**config.mk**
```make
export PLATFORM = sky130hd
export DESIGN_NAME = ahb_lite_master
export DESIGN_NICKNAME = d
export VERILOG_FILES = /design/src/rtl/ahb_lite_master.sv
export SDC_FILE = /design/constraint.sdc
export NUM_CORES = 1
export LEC_CHECK = 0
export ABC_CLOCK_PERIOD_IN_PS = 12500
export CAP_MARGIN = 20
export CORE_ASPECT_RATIO = 1.2
export CORE_MARGIN = 2
export CORE_UTILIZATION = 48
export CTS_CLUSTER_DIAMETER = 40
export DETAILED_ROUTE_END_ITERATION = 7
export DONT_BUFFER_PORTS = 1
export SETUP_SLACK_MARGIN = 0.02
export SYNTH_ARGS = -nofsm -noshare
export SYNTH_HDL_FRONTEND = slang
export SYNTH_SLANG_ARGS = --single-unit
```
**constraint.sdc**
```tcl
create_clock -name hclk -period 12.5 [get_ports hclk]
set_clock_uncertainty 0.05 [all_clocks]
set_input_delay 1.25 -clock hclk [delete_from_list [all_inputs] [get_ports hclk]]
set_output_delay 1.25 -clock hclk [all_outputs]
set_load 0.1 [all_outputs]
```
**src/rtl/ahb_lite_master.sv**
```systemverilog
// AHB-Lite initiator: command/stream requests -> pipelined SINGLE/INCR transfers with BUSY, 1 KB split, ERROR abort.
// States: IDLE wait cmd | ADDR first NONSEQ pending | BURST SEQ/BUSY issuing | LAST final data phase | ERR 2nd ERROR cycle
module ahb_lite_master #(
   parameter int ADDR_W = 32,
   parameter int DATA_W = 32,
   parameter int LEN_W  = 5
) (
   input  logic              hclk,
   input  logic              hrst,
   input  logic              cmd_valid,
   output logic              cmd_ready,
   input  logic              cmd_write,
   input  logic [ADDR_W-1:0] cmd_addr,
   input  logic [2:0]        cmd_size,
   input  logic [LEN_W-1:0]  cmd_len,
   input  logic              wd_valid,
   input  logic [DATA_W-1:0] wd_data,
   output logic              wd_ready,
   output logic              rd_valid,
   output logic              rd_last,
   output logic [DATA_W-1:0] rd_data,
   output logic              done,
   output logic              err,
   output logic              hsel,
   output logic [1:0]        htrans,
   output logic [2:0]        hburst,
   output logic [2:0]        hsize,
   output logic              hwrite,
   output logic [ADDR_W-1:0] haddr,
   output logic [DATA_W-1:0] hwdata,
   input  logic              hready,
   input  logic [1:0]        hresp,
   input  logic [DATA_W-1:0] hrdata
);

   typedef enum logic [2:0] {S_IDLE, S_ADDR, S_BURST, S_LAST, S_ERR} state_t;

   localparam logic [1:0] HT_IDLE = 2'b00;
   localparam logic [1:0] HT_BUSY = 2'b01;
   localparam logic [1:0] HT_NSEQ = 2'b10;
   localparam logic [1:0] HT_SEQ  = 2'b11;

   state_t            state_q, state_d;
   logic [1:0]        htrans_q, htrans_d;
   logic [2:0]        hburst_q, hburst_d;
   logic [2:0]        hsize_q, hsize_d;
   logic              hwrite_q, hwrite_d;
   logic [ADDR_W-1:0] haddr_q, haddr_d;
   logic [DATA_W-1:0] hwdata_q, hwdata_d;
   logic [DATA_W-1:0] wbuf_q, wbuf_d;
   logic [LEN_W-1:0]  beats_q, beats_d;
   logic              dph_q, dph_d;
   logic              hsel_q, hsel_d;
   logic              rd_valid_q, rd_valid_d;
   logic              rd_last_q, rd_last_d;
   logic [DATA_W-1:0] rd_data_q, rd_data_d;
   logic              done_q, done_d;
   logic              err_q, err_d;

   logic              wd_take;
   logic              addr_done, data_done, err_hit;
   logic [LEN_W-1:0]  len_eff;
   logic [2:0]        size_eff;
   logic [ADDR_W-1:0] next_addr;

   always_comb begin
      if (cmd_len == '0)                 len_eff = LEN_W'(1);
      else if (cmd_len > LEN_W'(16))     len_eff = LEN_W'(16);
      else                               len_eff = cmd_len;
      size_eff  = (cmd_size > 3'd2) ? 3'd2 : cmd_size;
      next_addr = haddr_q + (ADDR_W'(1) << hsize_q);
      addr_done = hready & htrans_q[1];
      data_done = hready & dph_q;
      err_hit   = dph_q & ~hready & (hresp == 2'b01);
   end

   always_comb begin
      state_d    = state_q;
      htrans_d   = htrans_q;
      hburst_d   = hburst_q;
      hsize_d    = hsize_q;
      hwrite_d   = hwrite_q;
      haddr_d    = haddr_q;
      hwdata_d   = hwdata_q;
      wbuf_d     = wbuf_q;
      beats_d    = beats_q;
      dph_d      = dph_q;
      rd_valid_d = 1'b0;
      rd_last_d  = 1'b0;
      rd_data_d  = rd_data_q;
      done_d     = 1'b0;
      err_d      = 1'b0;
      wd_take    = 1'b0;

      case (state_q)
         S_IDLE: begin
            if (cmd_valid) begin
               state_d  = S_ADDR;
               hwrite_d = cmd_write;
               haddr_d  = cmd_addr & ~((ADDR_W'(1) << size_eff) - ADDR_W'(1));
               hsize_d  = size_eff;
               hburst_d = (len_eff == LEN_W'(1)) ? 3'b000 : 3'b001;
               beats_d  = len_eff;
               htrans_d = (!cmd_write || wd_valid) ? HT_NSEQ : HT_IDLE;
               wd_take  = cmd_write & wd_valid;
            end
         end
         S_ADDR, S_BURST: begin
            if (err_hit) begin
               state_d  = S_ERR;
               htrans_d = HT_IDLE;
            end else begin
               if (data_done) begin
                  dph_d = 1'b0;
                  if (!hwrite_q) begin
                     rd_valid_d = 1'b1;
                     rd_data_d  = hrdata;
                  end
               end
               if (addr_done) begin
                  dph_d   = 1'b1;
                  beats_d = beats_q - LEN_W'(1);
                  if (hwrite_q) hwdata_d = wbuf_q;
                  if (beats_q == LEN_W'(1)) begin
                     state_d  = S_LAST;
                     htrans_d = HT_IDLE;
                  end else begin
                     state_d = S_BURST;
                     haddr_d = next_addr;
                     if (hwrite_q && !wd_valid) begin
                        htrans_d = HT_BUSY;
                     end else begin
                        htrans_d = (next_addr[9:0] == 10'd0) ? HT_NSEQ : HT_SEQ;
                        wd_take  = hwrite_q;
                     end
                  end
               end else if (htrans_q == HT_IDLE) begin
                  // first write beat waits for its data word before leaving IDLE
                  if (wd_valid) begin
                     htrans_d = HT_NSEQ;
                     wd_take  = 1'b1;
                  end
               end else if (htrans_q == HT_BUSY && hready && wd_valid) begin
                  htrans_d = (haddr_q[9:0] == 10'd0) ? HT_NSEQ : HT_SEQ;
                  wd_take  = 1'b1;
               end
            end
         end
         S_LAST: begin
            if (err_hit) begin
               state_d = S_ERR;
            end else if (data_done) begin
               state_d = S_IDLE;
               dph_d   = 1'b0;
               done_d  = 1'b1;
               if (!hwrite_q) begin
                  rd_valid_d = 1'b1;
                  rd_last_d  = 1'b1;
                  rd_data_d  = hrdata;
               end
            end
         end
         S_ERR: begin
            if (hready) begin
               state_d  = S_IDLE;
               htrans_d = HT_IDLE;
               dph_d    = 1'b0;
               done_d   = 1'b1;
               err_d    = 1'b1;
            end
         end
         default: state_d = S_IDLE;
      endcase

      if (wd_take) wbuf_d = wd_data;
      hsel_d = (htrans_d != HT_IDLE) | dph_d;
   end

   always_ff @(posedge hclk or posedge hrst) begin
      if (hrst) begin
         state_q    <= S_IDLE;
         htrans_q   <= HT_IDLE;
         hburst_q   <= '0;
         hsize_q    <= '0;
         hwrite_q   <= 1'b0;
         haddr_q    <= '0;
         hwdata_q   <= '0;
         wbuf_q     <= '0;
         beats_q    <= '0;
         dph_q      <= 1'b0;
         hsel_q     <= 1'b0;
         rd_valid_q <= 1'b0;
         rd_last_q  <= 1'b0;
         rd_data_q  <= '0;
         done_q     <= 1'b0;
         err_q      <= 1'b0;
      end else begin
         state_q    <= state_d;
         htrans_q   <= htrans_d;
         hburst_q   <= hburst_d;
         hsize_q    <= hsize_d;
         hwrite_q   <= hwrite_d;
         haddr_q    <= haddr_d;
         hwdata_q   <= hwdata_d;
         wbuf_q     <= wbuf_d;
         beats_q    <= beats_d;
         dph_q      <= dph_d;
         hsel_q     <= hsel_d;
         rd_valid_q <= rd_valid_d;
         rd_last_q  <= rd_last_d;
         rd_data_q  <= rd_data_d;
         done_q     <= done_d;
         err_q      <= err_d;
      end
   end

   assign cmd_ready = (state_q == S_IDLE);
   assign wd_ready  = wd_take;
   assign htrans    = htrans_q;
   assign hburst    = hburst_q;
   assign hsize     = hsize_q;
   assign hwrite    = hwrite_q;
   assign haddr     = haddr_q;
   assign hwdata    = hwdata_q;
   assign hsel      = hsel_q;
   assign rd_valid  = rd_valid_q;
   assign rd_last   = rd_last_q;
   assign rd_data   = rd_data_q;
   assign done      = done_q;
   assign err       = err_q;

endmodule

```
==> results.cfg <==
[status]
status = completed

[detailed_routing]
drcViolationCount = 0
vias = 5503
top_layer = met4
met2WireLength_microns = 9080
drtPass1Iterations = 4
wire_per_inst_microns = 20.1
m1WireLength_microns = 7280
viasPerCell = 5.95
drtAntennaViolNets = 0
met3_length_microns = 1580
routed_wl_microns = 18600
first_iter_violations = 406

[hold_path]
hold_class = reg -> reg

[worst_setup_path]
slowest_stage = dfrtp_1
cp.arrival_ns = 2.80
reg2reg_slack_ns = 8.86
critPathBufInv = 1
crit_fanout = 33
worstPathCellList = xnor2_1 -> nor2_2 -> and2_1 -> a22oi_2 -> a21boi_4 -> buf_4
path_delay_family = simple AND/OR/NAND/NOR gates
setup.worst_path.end_class = primary output
max_stage_delay_ns = 0.61
path_class = reg -> out
required_ns = 11.20
start_kind = flip-flop

[die]
die_y_microns = 139
io_pins = 224
core-area_sq_mm = 0.0149
dieArea_sq_mm = 0.0161
initial_core_util_pct = 48.6
rows = 49
die_width_microns = 116

[clock_tree]
cts.htree.levels = 4
cts_buffers = 17
cts_root_buf = clkbuf_16
cts_tree = done
cts_setup_buffers = 0
post_cts_resized = 0
numClockSinks = 149
clock_path_buffers = 2
clk_latency_ns = 0.42
cts_hold_buf = 0
clk_pin_slew_worst_paths_ns = 0.06

[synth]
synth_top_area_share_pct = 51.5
ys_ff_latch = 149
async_flop_share_pct = 100
synth_edf_count = 0
yosysSeqAreaShare_pct = 51.5
synthFlopType = dfrtp_1
synth_top_cell_by_area = dfrtp_1
synth.avg_cell_area_sq_um = 10.1
synth_cell_type_count = 65
synth.cell_area_sq_mm = 0.00724
synth_cells = 719
yosys-top-cells-area = dfrtp_1 (51%), nand2_1 (6.9%), mux2_2 (5.4%), mux2_1 (4.5%), nor2_1 (2.7%)
synth_warnings = 0

[global_routing]
antenna_found_initial = 1
overflow = 0
grt_pass1_wl_microns = 29100
grt_max_degree = 78
grtUsageTotal_pct = 23.4
first_global_vias = 5557

[sta]
totalNegativeSetupSlack_ns = 0
drv_slew = 0
fin_crit_ns = 4.10
fin_crit_sh_pct = 32.8
rsz0062_at_grt = no
maxSlewHeadroom_pct = 25.0
hold_viol = 0
report.final.setup_viol = 0
worstMarginPinSlew_ns = 1.13
fmax_ghz = 0.244

[placement]
dp_hpwl_microns = 13200
place.port_buffers = 0
routabilityCongestion = 0.894

[final_layout]
area_delta_synth_final_pct = 10.3
nets = 830
drive_above_1_share_pct = 13.5
n_fill_cell = 1360

[job]
max_cap_violations = 0
## cells by family (layout without fill, tap and decap cells)
kind of cell    count (synthesis)  count (layout)  synth area share (%)
other cells                     1               3                0.0518
fa+ha+maj                      11              11                  2.00
flops                         149             149                  51.5
simple gates                  286             286                  18.3
buf+inv                        59              59                  3.64
compound gates                140             140                  13.5
mux                            66              66                  10.2
xor+xnor                        7               7                 0.846
## cell type report
class | count | area [sq um] | area share, %
antenna | 1 | 2.50 | 0.0313
multi-input combinational | 512 | 3260 | 40.9
tap | 204 | 255 | 3.19
inverter | 15 | 61.3 | 0.767
sequential | 149 | 3730 | 46.7
clock buffer | 18 | 439 | 5.50
clock inverter | 14 | 140 | 1.75
timing repair buffer | 12 | 97.6 | 1.22
## cell usage after synthesis, types with 15 or more instances
| master | instances |
|---|---|
| nand3_1 | 16 |
| mux2_1 | 29 |
| nor2_1 | 53 |
| clkbuf_1 | 17 |
| o21ai_0 | 28 |
| inv_1 | 15 |
| nor3_1 | 18 |
| nand2_1 | 133 |
| buf_2 | 16 |
| a31oi_1 | 16 |
| mux2_2 | 35 |
| dfrtp_1 | 149 |
| a21oi_1 | 25 |
## through the flow
stage | hold WS (ns) | utilization, % | setup slack (ns) | instance area (sq um) | std cells
finish | 0.432 | 53.6 | 8.40 | 7990 | 925
global route | 0.452 | 53.6 | 8.22 | 7990 | 925
CTS | 0.435 | 53.5 | 8.39 | 7960 | 922
detailed placement | 0.420 | 49.6 | 8.57 | 7380 | 890
global placement | 0.411 | 49.6 | 8.60 | 7380 | 890
floorplan | 0.402 | - | 7.19 | 7250 | 720
## path summary, 6_finish.rpt
check | from | endpoint | cells after the start
max | state_q[1] | wd_ready | 6
max in group asynchronous | hrst | haddr[30] | 2
min | wbuf_q[2] | wbuf_q[2] | 1
max reg2reg | hsize[2] | haddr[30] | 9
min reg2reg | wbuf_q[2] | wbuf_q[2] | 1
min in group asynchronous | hrst | rd_data[4] | 1
## layout by cell type, fill, tap and decap left out, drive strengths merged, types with 7 or more instances in the layout
master,instances
o21ai,29
nand4,8
nand3,16
nand2,134
mux2,64
clkbuf,18
and3,13
buf,12
a21oi,27
a31oi,16
inv,22
and4,7
dfrtp,149
ha,10
o22ai,7
nor2,54
a311oi,9
nor3,18
a211oi,11
## sequential cells by signal, summed over array words and instances, names as in the netlist, 2 cells and up
| name | cells |
|---|---|
| hwdata | 32 |
| beats_q | 5 |
| state_q | 3 |
| hsize | 3 |
| rd_data | 32 |
| haddr | 32 |
| htrans | 2 |
| wbuf_q | 32 |
## layer usage
layer / vias to the layer above / track usage (%)
met1: 2682 / 28.3
met2: 248 / 38.0
met3: 42 / 7.69
li1: 2531 / -
met5: - / 0
met4: 0 / 10.3
## worst reg2reg max path: cells and delay by family, from the launching register on
family | cells | cell delay, ns
compound gates | 3 | 0.81
fa+ha+maj | 2 | 0.70
flops | 1 | 1.07
simple gates | 4 | 0.88
Power is not shown: default switching activity piles up to over one toggle a cycle in this logic, so the estimate is an artifact.
